[config.mk]
export PLATFORM = sky130hd
export DESIGN_NAME = menu_navigator
export DESIGN_NICKNAME = d
export VERILOG_FILES = /design/src/rtl/menu_nav_pkg.sv /design/src/rtl/menu_skip_search.sv /design/src/rtl/menu_navigator.sv
export SDC_FILE = /design/constraint.sdc
export NUM_CORES = 1
export LEC_CHECK = 0
export ABC_AREA = 1
export BUFFER_PORTS_ARGS = -buffer_cell sky130_fd_sc_hd__buf_2
export CORE_MARGIN = 4
export CORE_UTILIZATION = 30
export CTS_BUF_LIST = sky130_fd_sc_hd__clkbuf_16
export DETAILED_ROUTE_END_ITERATION = 10
export PLACE_DENSITY_LB_ADDON = 0.05
export SLEW_MARGIN = 20
export SYNTH_ARGS = -nofsm -noshare
export SYNTH_HDL_FRONTEND = slang
export SYNTH_SLANG_ARGS = --single-unit
[constraint.sdc]
create_clock -name fastClk -period 1.4 [get_ports fastClk]
set_input_delay 0.14 -clock fastClk [delete_from_list [all_inputs] [get_ports fastClk]]
set_output_delay 0.14 -clock fastClk [all_outputs]
set_load 0.005 [all_outputs]
[src/rtl/menu_nav_pkg.sv]
`default_nettype none
// ============================================================================
// menu_nav_pkg : navigator state type, default timing and cursor wrap helpers
// Revision     : 1.0
// ============================================================================
package menu_nav_pkg;

    typedef enum logic [1:0] {
        BROWSE   = 2'd0,
        ARMED    = 2'd1,
        REQUEST  = 2'd2,
        COOLDOWN = 2'd3
    } nav_state_e;

    localparam logic [23:0] DEF_CONFIRM_TICKS  = 24'd5_000_000;
    localparam logic [15:0] DEF_COOLDOWN_TICKS = 16'd1000;

    function automatic int unsigned next_idx(input int unsigned idx, input int unsigned num);
        return (idx + 32'd1 >= num) ? 32'd0 : idx + 32'd1;
    endfunction

    function automatic int unsigned prev_idx(input int unsigned idx, input int unsigned num);
        return (idx == 32'd0) ? num - 32'd1 : idx - 32'd1;
    endfunction

endpackage
`default_nettype wire

[src/rtl/menu_skip_search.sv]
`default_nettype none
// ============================================================================
// menu_skip_search : finds the nearest available item in the move direction
// Revision         : 1.0
// ============================================================================
module menu_skip_search #(
    parameter int unsigned NUM_ITEMS = 8,
    parameter int unsigned IDX_W     = 4
) (
    input  logic [IDX_W-1:0]     cur_i,
    input  logic [NUM_ITEMS-1:0] soldOut_i,
    input  logic                 dirRight_i,
    output logic [IDX_W-1:0]     next_o
);

    int unsigned w_cand;
    logic        w_found;

    // Candidates at distance 1..NUM_ITEMS-1; the current item is never a target,
    // so a fully sold-out menu leaves the cursor where it is.
    always_comb begin
        next_o  = cur_i;
        w_found = 1'b0;
        w_cand  = 32'd0;
        for (int unsigned k = 1; k < NUM_ITEMS; k++) begin
            w_cand = dirRight_i ? (32'(cur_i) + k) % NUM_ITEMS
                                : (32'(cur_i) + NUM_ITEMS - k) % NUM_ITEMS;
            for (int unsigned j = 0; j < NUM_ITEMS; j++) begin
                if (!w_found && (j == w_cand) && !soldOut_i[j]) begin
                    w_found = 1'b1;
                    next_o  = IDX_W'(j);
                end
            end
        end
    end

endmodule
`default_nettype wire

[src/rtl/menu_navigator.sv]
`default_nettype none
// ============================================================================
// menu_navigator : cursor, two-press purchase confirm and dispense handshake.
//                  MENU_NAV_SKIP_SOLDOUT_EN makes moves skip sold-out items.
// Revision       : 1.0
// ============================================================================
module menu_navigator
    import menu_nav_pkg::*;
#(
    parameter int unsigned NUM_ITEMS      = 8,
    parameter int unsigned IDX_W          = 4,
    parameter logic [23:0] CONFIRM_TICKS  = DEF_CONFIRM_TICKS,
    parameter logic [15:0] COOLDOWN_TICKS = DEF_COOLDOWN_TICKS
) (
    input  logic                 fastClk,
    input  logic                 rstN,
    input  logic                 leftSignal,
    input  logic                 rightSignal,
    input  logic                 selectSignal,
    input  logic [NUM_ITEMS-1:0] soldOut,
    input  logic                 reqReady,
    output logic [IDX_W-1:0]     cursor,
    output logic                 armed,
    output logic                 reqValid,
    output logic [IDX_W-1:0]     reqItem,
    output logic                 rejectPulse
);

    localparam int unsigned SPAN = 32'd1 << IDX_W;

    nav_state_e       state_q, state_d;
    logic [IDX_W-1:0] cursor_q, cursor_d;
    logic [IDX_W-1:0] reqItem_q, reqItem_d;
    logic             armed_q, armed_d;
    logic             reqValid_q, reqValid_d;
    logic             reject_q, reject_d;
    logic [23:0]      confirm_q, confirm_d;
    logic [15:0]      cool_q, cool_d;

    logic             w_moveRight, w_moveLeft, w_move;
    logic [IDX_W-1:0] w_moveIdx;
    logic [SPAN-1:0]  w_soldPad;
    logic             w_curSold;

    // Unused cursor codes read as sold out so they can never be armed.
    generate
        if (SPAN > NUM_ITEMS) begin : g_sold_pad
            assign w_soldPad = {{(SPAN - NUM_ITEMS){1'b1}}, soldOut};
        end else begin : g_sold_exact
            assign w_soldPad = soldOut;
        end
    endgenerate

    assign w_curSold   = w_soldPad[cursor_q];
    assign w_moveRight = rightSignal & ~leftSignal;
    assign w_moveLeft  = leftSignal & ~rightSignal;
    assign w_move      = w_moveRight | w_moveLeft;

`ifdef MENU_NAV_SKIP_SOLDOUT_EN
    menu_skip_search #(
        .NUM_ITEMS (NUM_ITEMS),
        .IDX_W     (IDX_W)
    ) u_skip (
        .cur_i      (cursor_q),
        .soldOut_i  (soldOut),
        .dirRight_i (w_moveRight),
        .next_o     (w_moveIdx)
    );
`else
    assign w_moveIdx = w_moveRight ? IDX_W'(next_idx(32'(cursor_q), NUM_ITEMS))
                                   : IDX_W'(prev_idx(32'(cursor_q), NUM_ITEMS));
`endif

    always_comb begin
        state_d    = state_q;
        cursor_d   = cursor_q;
        reqItem_d  = reqItem_q;
        reqValid_d = reqValid_q;
        reject_d   = 1'b0;
        confirm_d  = confirm_q;
        cool_d     = cool_q;

        case (state_q)
            BROWSE: begin
                if (w_move) begin
                    cursor_d = w_moveIdx;
                end else if (selectSignal) begin
                    if (w_curSold) begin
                        reject_d = 1'b1;
                    end else begin
                        state_d   = ARMED;
                        confirm_d = CONFIRM_TICKS;
                    end
                end
            end
            ARMED: begin
                // Priority: move, then a sold-out change, then confirm, then timeout.
                if (w_move) begin
                    cursor_d  = w_moveIdx;
                    state_d   = BROWSE;
                    confirm_d = 24'd0;
                end else if (w_curSold) begin
                    reject_d  = 1'b1;
                    state_d   = BROWSE;
                    confirm_d = 24'd0;
                end else if (selectSignal) begin
                    state_d    = REQUEST;
                    reqValid_d = 1'b1;
                    reqItem_d  = cursor_q;
                    confirm_d  = 24'd0;
                end else if (confirm_q <= 24'd1) begin
                    state_d   = BROWSE;
                    confirm_d = 24'd0;
                end else begin
                    confirm_d = confirm_q - 24'd1;
                end
            end
            REQUEST: begin
                if (reqValid_q && reqReady) begin
                    reqValid_d = 1'b0;
                    state_d    = COOLDOWN;
                    cool_d     = COOLDOWN_TICKS;
                end
            end
            COOLDOWN: begin
                if (cool_q <= 16'd1) begin
                    state_d = BROWSE;
                    cool_d  = 16'd0;
                end else begin
                    cool_d = cool_q - 16'd1;
                end
            end
            default: begin
                state_d = BROWSE;
            end
        endcase

        armed_d = (state_d == ARMED);
    end

    always_ff @(posedge fastClk) begin
        if (!rstN) begin
            state_q    <= BROWSE;
            cursor_q   <= '0;
            reqItem_q  <= '0;
            armed_q    <= 1'b0;
            reqValid_q <= 1'b0;
            reject_q   <= 1'b0;
            confirm_q  <= 24'd0;
            cool_q     <= 16'd0;
        end else begin
            state_q    <= state_d;
            cursor_q   <= cursor_d;
            reqItem_q  <= reqItem_d;
            armed_q    <= armed_d;
            reqValid_q <= reqValid_d;
            reject_q   <= reject_d;
            confirm_q  <= confirm_d;
            cool_q     <= cool_d;
        end
    end

    assign cursor      = cursor_q;
    assign armed       = armed_q;
    assign reqValid    = reqValid_q;
    assign reqItem     = reqItem_q;
    assign rejectPulse = reject_q;

endmodule
`default_nettype wire
==> summary.md, run 1 <==
| Metric | Value |
|---|---|
| Post-synth top cells | `121 x nand2_1, 68 x nor2_1, 53 x dfxtp_1` |
| Most area-hungry cell type in the Yosys netlist | `dfxtp_1` |
| Slew HR | `0.742` |
| Critical Path Max Stage Delay | `approximately 340 ps` |
| Slowest-stage cell, CP | `dfxtp_2` |
| Fmax | `between 600 and 700 MHz` |
| I/O pin cnt | `25` |
| Max IR drop VDD | `about 1.1 mV` |
| Post-synthesis sequential area ratio | `0.319` |
| Number of global-route vias before repair | `about 3400` |
| Fin util | `0.473` |
| Max Slew Vio Count | `0` |
| Post-synth top area share | `0.319` |
| Met2 routed WL | `between 4000 and 5000 um` |
| Synthesized Nets | `slightly above 500` |
| Starting Density | `0.306` |
| Worst slack at placement | `-148 ps` |
| Worst-path clk slew | `approximately 70 ps` |
| WL/cell | `roughly 13 um` |
| WL met3 | `~290 um` |
| IO Port Bufs | `24` |
| Tcrit/Tclk final | `1.11` |
| Arrival @ worst endpoint | `~1800 ps` |
| WP data required | `roughly 1600 ps` |
| RSZ-0062 raised after global routing | `yes` |
| Most Frequent Cell on Critical Path | `nor2_4` |
| Switch Pwr | `between 2000 and 2500 uW` |
| CP max FO | `6` |
| Post-synthesis instance total | `~490` |
| DR pass1 iterations | `4` |
| Post-synth cell types | `roughly 40` |
| HP Class | `input pin to register` |
| Register area | `roughly 1100 um2` |
| Total power | `around 5600 uW` |
| Pwr Density | `approximately 1100 nW/um2` |
| Netlist Area Pre-Place | `3320 um2` |
| Area contributors post-synth | `dfxtp_1 32%, nand2_1 14%, nor2_1 7.7%, a21oi_1 5.4%, inv_1 5.3%` |
| Failing checks | `negative setup slack` |
| Clk_lat worst skew | `about 300 ps` |
| Placement Rows | `38` |
| M1 WL | `around 4800 um` |
| LEAKAGE | `0.00233 uW` |
| Crit path cell chain | `inv_4 > ha_4 > nand2_4 > nor2_4 > nor2_4 > nor2_4 > nor2_4 > nand2_8 > nand2_8 > nand2_8 > nor2_2` |
| Initial antenna violation count | `0` |
| Clk pwr share | `0.219` |
| Residual DRC | `0` |
| Setup TNS | `-3470 ps` |
| Vias per inst | `4.60` |
| CTS tree | `done` |
| Area of the multi-input gates | `between 2000 and 3000 um2` |
| Post-DRT Antenna Nets | `0` |
| Final worst slack | `-150 ps` |
| Largest net degree at the start of global routing | `19` |
| Synth Flop Type | `dfxtp_1` |
| Max_cap viols | `0` |
| Clk buf depth | `2` |
| Hold Crit Depth | `2` |
| Tot GR Track Use | `0.158` |
| DP Area | `about 4300 um2` |
| Final Skew | `about 3.6 ps` |
| Final setup violation count | `39` |
| Global placement routability congestion | `about 0.85` |
| CTS sink cnt | `53` |
| Critical path type | `register to register` |
| Max Used Layer | `met4` |
| Nets | `~640` |
| Most frequent cell after synthesis | `nand2_1` |
| Ys async rst share | `0` |
| Crit end category | `register` |
| Internal | `around 3400 uW` |
| Sequential share of power | `0.304` |
| Die area | `roughly 13000 um2` |
| Comb pwr share | `0.477` |
| CTS buffer count | `5` |
| Status | `complete, but fails checks` |
| Post-synth EDFFs | `0` |
| CTS H-Tree Depth | `2` |
| Gr ovfl total | `0` |
| Routed WL | `just under 10000 um` |
| Initial drt markers | `slightly below 100` |
| Core area | `10800 um2` |
| First-pass GRT wire length | `between 15000 and 20000 um` |
| Layout cells sized above 1 | `0.488` |
| Chip height | `~110 um` |
| Sw Share | `0.394` |
| Worst r2r path cells | `11` |
| Design area | `5130 um2` |
| Clock root buffer | `clkbuf_16` |
| # diodes | `0` |
| HPWL Detailed | `about 7000 um` |
| Tmin final | `~1500 ps` |
| Via count | `3499` |
| Slew @ Worst Pin | `~390 ps` |
| DIE WIDTH | `roughly 110 um` |
| Post-synthesis area per instance | `roughly 6.8 um2` |
| Final hold violation count | `0` |
| Filler instances | `approximately 1100` |
| Seq cells post-synth | `53` |
| Startpoint class of the critical path | `register` |
| Yosys warnings | `0` |
| Syn-to-layout area delta | `54.5%` |
## cells in the final DEF (no fill, tap or decap), drive strengths merged
cell	synthesis	layout
nand2	133	135
buf	7	129
nor2	88	88
inv	57	59
dfxtp	53	53
a21oi	40	40
nand3	32	32
o21ai	23	23
xor2	12	12
nand4	7	7
ha	7	7
nor3	7	7
xnor2	6	6
clkbuf	2	5
nand3b	4	4
a31oi	2	2
a211oi	2	2
clkinv	1	2
nor4	1	1
a21o	1	1
o21a	1	1
o31ai	1	1
and3	1	1
or2	1	1
o22ai	1	1
a22oi	1	1
## critical path: cells and delay by family, from the launching register on
| family | cells | cell delay (ps) |
|---|---|---|
| buf+inv | 1 | 80 |
| simple gates | 9 | 880 |
| flops | 1 | 340 |
| fa+ha+maj | 1 | 150 |
## final cells by class
type	instances	area share
Multi-Input combinational cell	373	0.491
Sequential cell	53	0.210
Timing Repair Buffer	129	0.186
Inverter	58	0.0493
Tap cell	140	0.0341
Clock buffer	5	0.0244
Timing Repair inverter	1	0.00317
Clock inverter	2	0.00146
## worst paths after layout
path	to	slack, ps	startpoint
worst max-delay path	confirm_q[12]	-150	confirm_q[1]
worst max register to register	confirm_q[12]	-150	confirm_q[1]
worst min register to register	reqItem[3]	460	reqItem[3]
worst min-delay path	confirm_q[1]	160	rstN
## power by group through the flow
stage	logic, uW	registers, uW	clock network (uW)
2_1_floorplan	1460	1750	0
3_3_place_gp	2260	1740	0
3_5_place_dp	2250	1740	0
4_1_cts	2320	1710	1310
5_1_grt	2970	1730	1350
6_report	2680	1710	1230
## registers in the layout (all words and copies together), names as in the netlist
signal and cells:
state_q 2, confirm_q 24, cool_q 16, reqValid 1, cursor 4, reqItem 4, rejectPulse 1, armed 1
## routing by layer
metal | track usage | vias up
met5 | 0 | -
met4 | 0.0649 | 0
met3 | 0.0294 | 19
met2 | 0.247 | 45
met1 | 0.214 | 1601
li1 | - | 1834
## what timing repair did
| item | in CTS | in global routing |
|---|---|---|
| endpoints found under the setup margin | 47 | 51 |
| gates cloned | 3 | 0 |
| resized for setup | 36 | 124 |
| pin swaps | 15 | 37 |
| setup buffers | 3 | 11 |
| hold buffers | 0 | 0 |
## logic make-up (layout without fill, tap and decap cells)
kind of cell               count (synthesis)  in the layout  synth area share
and+or+nand+nor                          274            276             0.396
AOI/OAI and AO/OA                         72             72             0.120
buffers and inverters                     67            195            0.0908
DFF                                       53             53             0.319
xor gates and xnor gates                  18             18            0.0475
adders and majority gates                  7              7            0.0264
## stage by stage
| step | hold slack [ps] | std cells |
|---|---|---|
| after floorplan | 271 | 491 |
| after global placement | 461 | 738 |
| after detailed placement | 470 | 738 |
| after CTS | 142 | 751 |
| after global routing | 148 | 761 |
| final | 158 | 761 |
Note: power is estimated with default switching activity, not from simulation.
==> run 2, diff against run 1 <==
- CELL_PAD_IN_SITES_DETAIL_PLACEMENT: not set -> 0
- CELL_PAD_IN_SITES_GLOBAL_PLACEMENT: not set -> 2
==> run 2 against run 1 <==
  * The run still ends with negative setup slack left
  * Count of clock-buffer cells in the layout stayed put
  * First-iteration DRC count is 40% higher
  * Total power is 3.8% higher
  * Global-route usage is 0.46 points higher
  * Combinational power hardly changed
  * Via count hardly changed
  * Cell area is 0.71% lower
  * Die area stayed put
  * Highest routed layer unchanged
==> summary.md, run 2 (synthesis results as in run 1) <==
| Metric | Value |
|---|---|
| Startpoint class of the critical path | `register` |
| Worst-path clk slew | `70 ps` |
| Most common cell after layout, fill and taps aside | `nand2_1` |
| Critical path's top delay family | `simple AND/OR/NAND/NOR gates` |
| Residual DRC | `0` |
| Non-filler instance count after layout | `between 700 and 800` |
| Nets | `approximately 650` |
| Worst hold slack | `255 ps` |
| Clk_lat worst skew | `roughly 300 ps` |
| Pwr Density | `about 1100 nW/um2` |
| FF-to-FF Start | `confirm_q[4]` |
| Slew HR | `0.721` |
| R2R Setup Slk | `-150 ps` |
| WP data required | `~1600 ps` |
| Largest net degree at the start of global routing | `17` |
| Global placement routability congestion | `0.758` |
| Max IR drop VDD | `roughly 0.57 mV` |
| Slew @ Worst Pin | `~420 ps` |
| HP Class | `input pin to register` |
| I/O pin cnt | `25` |
| CP max FO | `6` |
| # diodes | `0` |
| CTS H-Tree Depth | `2` |
| IO Port Bufs | `24` |
| Crit end category | `register` |
| Clk buf depth | `2` |
| Crit path cell chain | `nor2_2 > nand2_1 > nor2_4 > nor2_4 > nor2_4 > nor2_4 > nand2_8 > nand2_8 > nand2_8 > nor2_1` |
| HPWL Detailed | `~7300 um` |
| Placement Rows | `38` |
| Biggest register | `confirm_q` |
| Hold worst-path end | `confirm_q[0]` |
| CP bufs+invs | `0` |
| Gr ovfl total | `0` |
| Arrival @ worst endpoint | `around 1800 ps` |
| Placed insts | `744` |
| WL/cell | `approximately 13 um` |
| Final worst slack | `-149 ps` |
| Fmax | `646 MHz` |
| Vias per inst | `4.57` |
| Final setup violation count | `38` |
| Chip height | `113 um` |
| Syn-to-layout area delta | `53.4%` |
| Max Slew Vio Count | `0` |
| Starting Density | `0.306` |
| Initial antenna violation count | `0` |
| CTS buffer count | `5` |
| Status | `complete, but fails checks` |
| Via count | `3497` |
| Post-DRT Antenna Nets | `0` |
| Number of global-route vias before repair | `3417` |
| LEAKAGE | `approximately 0.0023 uW` |
| Largest register FFs | `24` |
| Final Skew | `5.60 ps` |
| Core area | `10800 um2` |
| Slowest-stage cell, CP | `dfxtp_1` |
| Clock root buffer | `clkbuf_16` |
| Hold_sp | `rstN` |
| CTS Hold Buffers Added | `0` |
| DR pass1 iterations | `4` |
| CTS sink cnt | `between 50 and 60` |
| Layout cells sized above 1 | `0.456` |
| Routed WL | `10300 um` |
| Most frequent cells in the layout | `99 x nand2_1, 98 x buf_4, 50 x nor2_1` |
| Tmin final | `~1500 ps` |
| Die area | `about 13000 um2` |
| CTS tree | `done` |
| First-pass GRT wire length | `16800 um` |
| Tot GR Track Use | `0.163` |
| Fin util | `0.470` |
| Final hold violation count | `0` |
| R2R Path End | `confirm_q[12]` |
| Setup TNS | `-3170 ps` |
| Largest registers | `confirm_q: 24 flops, cool_q: 16 flops` |
| RSZ-0062 raised after global routing | `yes` |
| Most Frequent Cell on Critical Path | `nor2_4` |
| Initial drt markers | `approximately 140` |
| Max_cap viols | `0` |
| Tcrit/Tclk final | `1.11` |
| Critical Path Max Stage Delay | `350 ps` |
| Hold Crit Depth | `3` |
| Failing checks | `negative setup slack` |
| Critical path type | `register to register` |
| Worst r2r path cells | `10` |
| DIE WIDTH | `about 110 um` |
-- run 2: cell types whose count changed in the layout (fill, tap and decap cells not counted), sizes merged --
| cell | change |
|---|---|
| nand2 | +2 |
| bufinv | +1 |
| buf | +1 |
-- run 2: layout make-up --
class | instances | area (um2)
repair buffers | 130 | 946
clock inverters | 3 | 37.5
repair inverters | 1 | 16.3
fillers | 1097 | 5750
inverters | 58 | 248
clock buffers | 5 | 125
flip-flops and latches | 53 | 1080
well taps | 140 | 175
multi-input cells | 375 | 2460
-- run 2: timing repair --
item,in CTS,in global routing
pin swaps,15,42
buffers inserted,5,5
resized for setup,38,99
gates cloned,2,3
endpoints found under the setup margin,46,51
endpoints found under the hold margin,0,0
-- run 2: worst max path at each step --
stage                            start       endpoint  slack [ps]  cells past startpoint
after floorplan              cursor[0]   confirm_q[1]         -30                     12
after global placement      leftSignal  confirm_q[12]        -140                     10
after detailed placement     cool_q[1]     cool_q[12]        -170                     10
after CTS                 confirm_q[0]  confirm_q[16]        -150                     10
after global routing      confirm_q[4]  confirm_q[12]        -240                     10
final                     confirm_q[4]  confirm_q[12]        -150                     10
-- run 2: routing by layer --
layer / vias to the layer above / global-route usage / share of wire
li1: 1831 / - / -
met1: 1617 / 0.224 / 0.50
met2: 42 / 0.264 / 0.46
met3: 7 / 0.0273 / 0.034
met4: 0 / 0.0417 / 0.010
met5: - / 0 / 0
-- run 2: per-stage QoR --
| step | worst slack, ps | total power (uW) | cell area (um2) |
|---|---|---|---|
| after floorplan | -33.4 | 3220 | 3380 |
| after global placement | -143 | 4050 | 4330 |
| after detailed placement | -171 | 4050 | 4330 |
| after CTS | -146 | 5600 | 4670 |
| after global routing | -243 | 6260 | 5090 |
| final | -149 | 5840 | 5090 |
-- run 2: worst register-to-register path, stage by stage (launching register included) --
cell,delay (ps)
dfxtp_1,350
nor2_2,130
nand2_1,110
nor2_4,210
nor2_4,70
nor2_4,130
nor2_4,60
nand2_8,120
nand2_8,100
nand2_8,100
nor2_1,50
-- run 2: where the power goes --
part	switching, uW	internal [uW]	leakage [uW]
Sequential	99.3	1620	0.000435
Combinational	1510	1170	0.00181
Clock	605	834	0.0000826
Total	2220	3620	0.00233
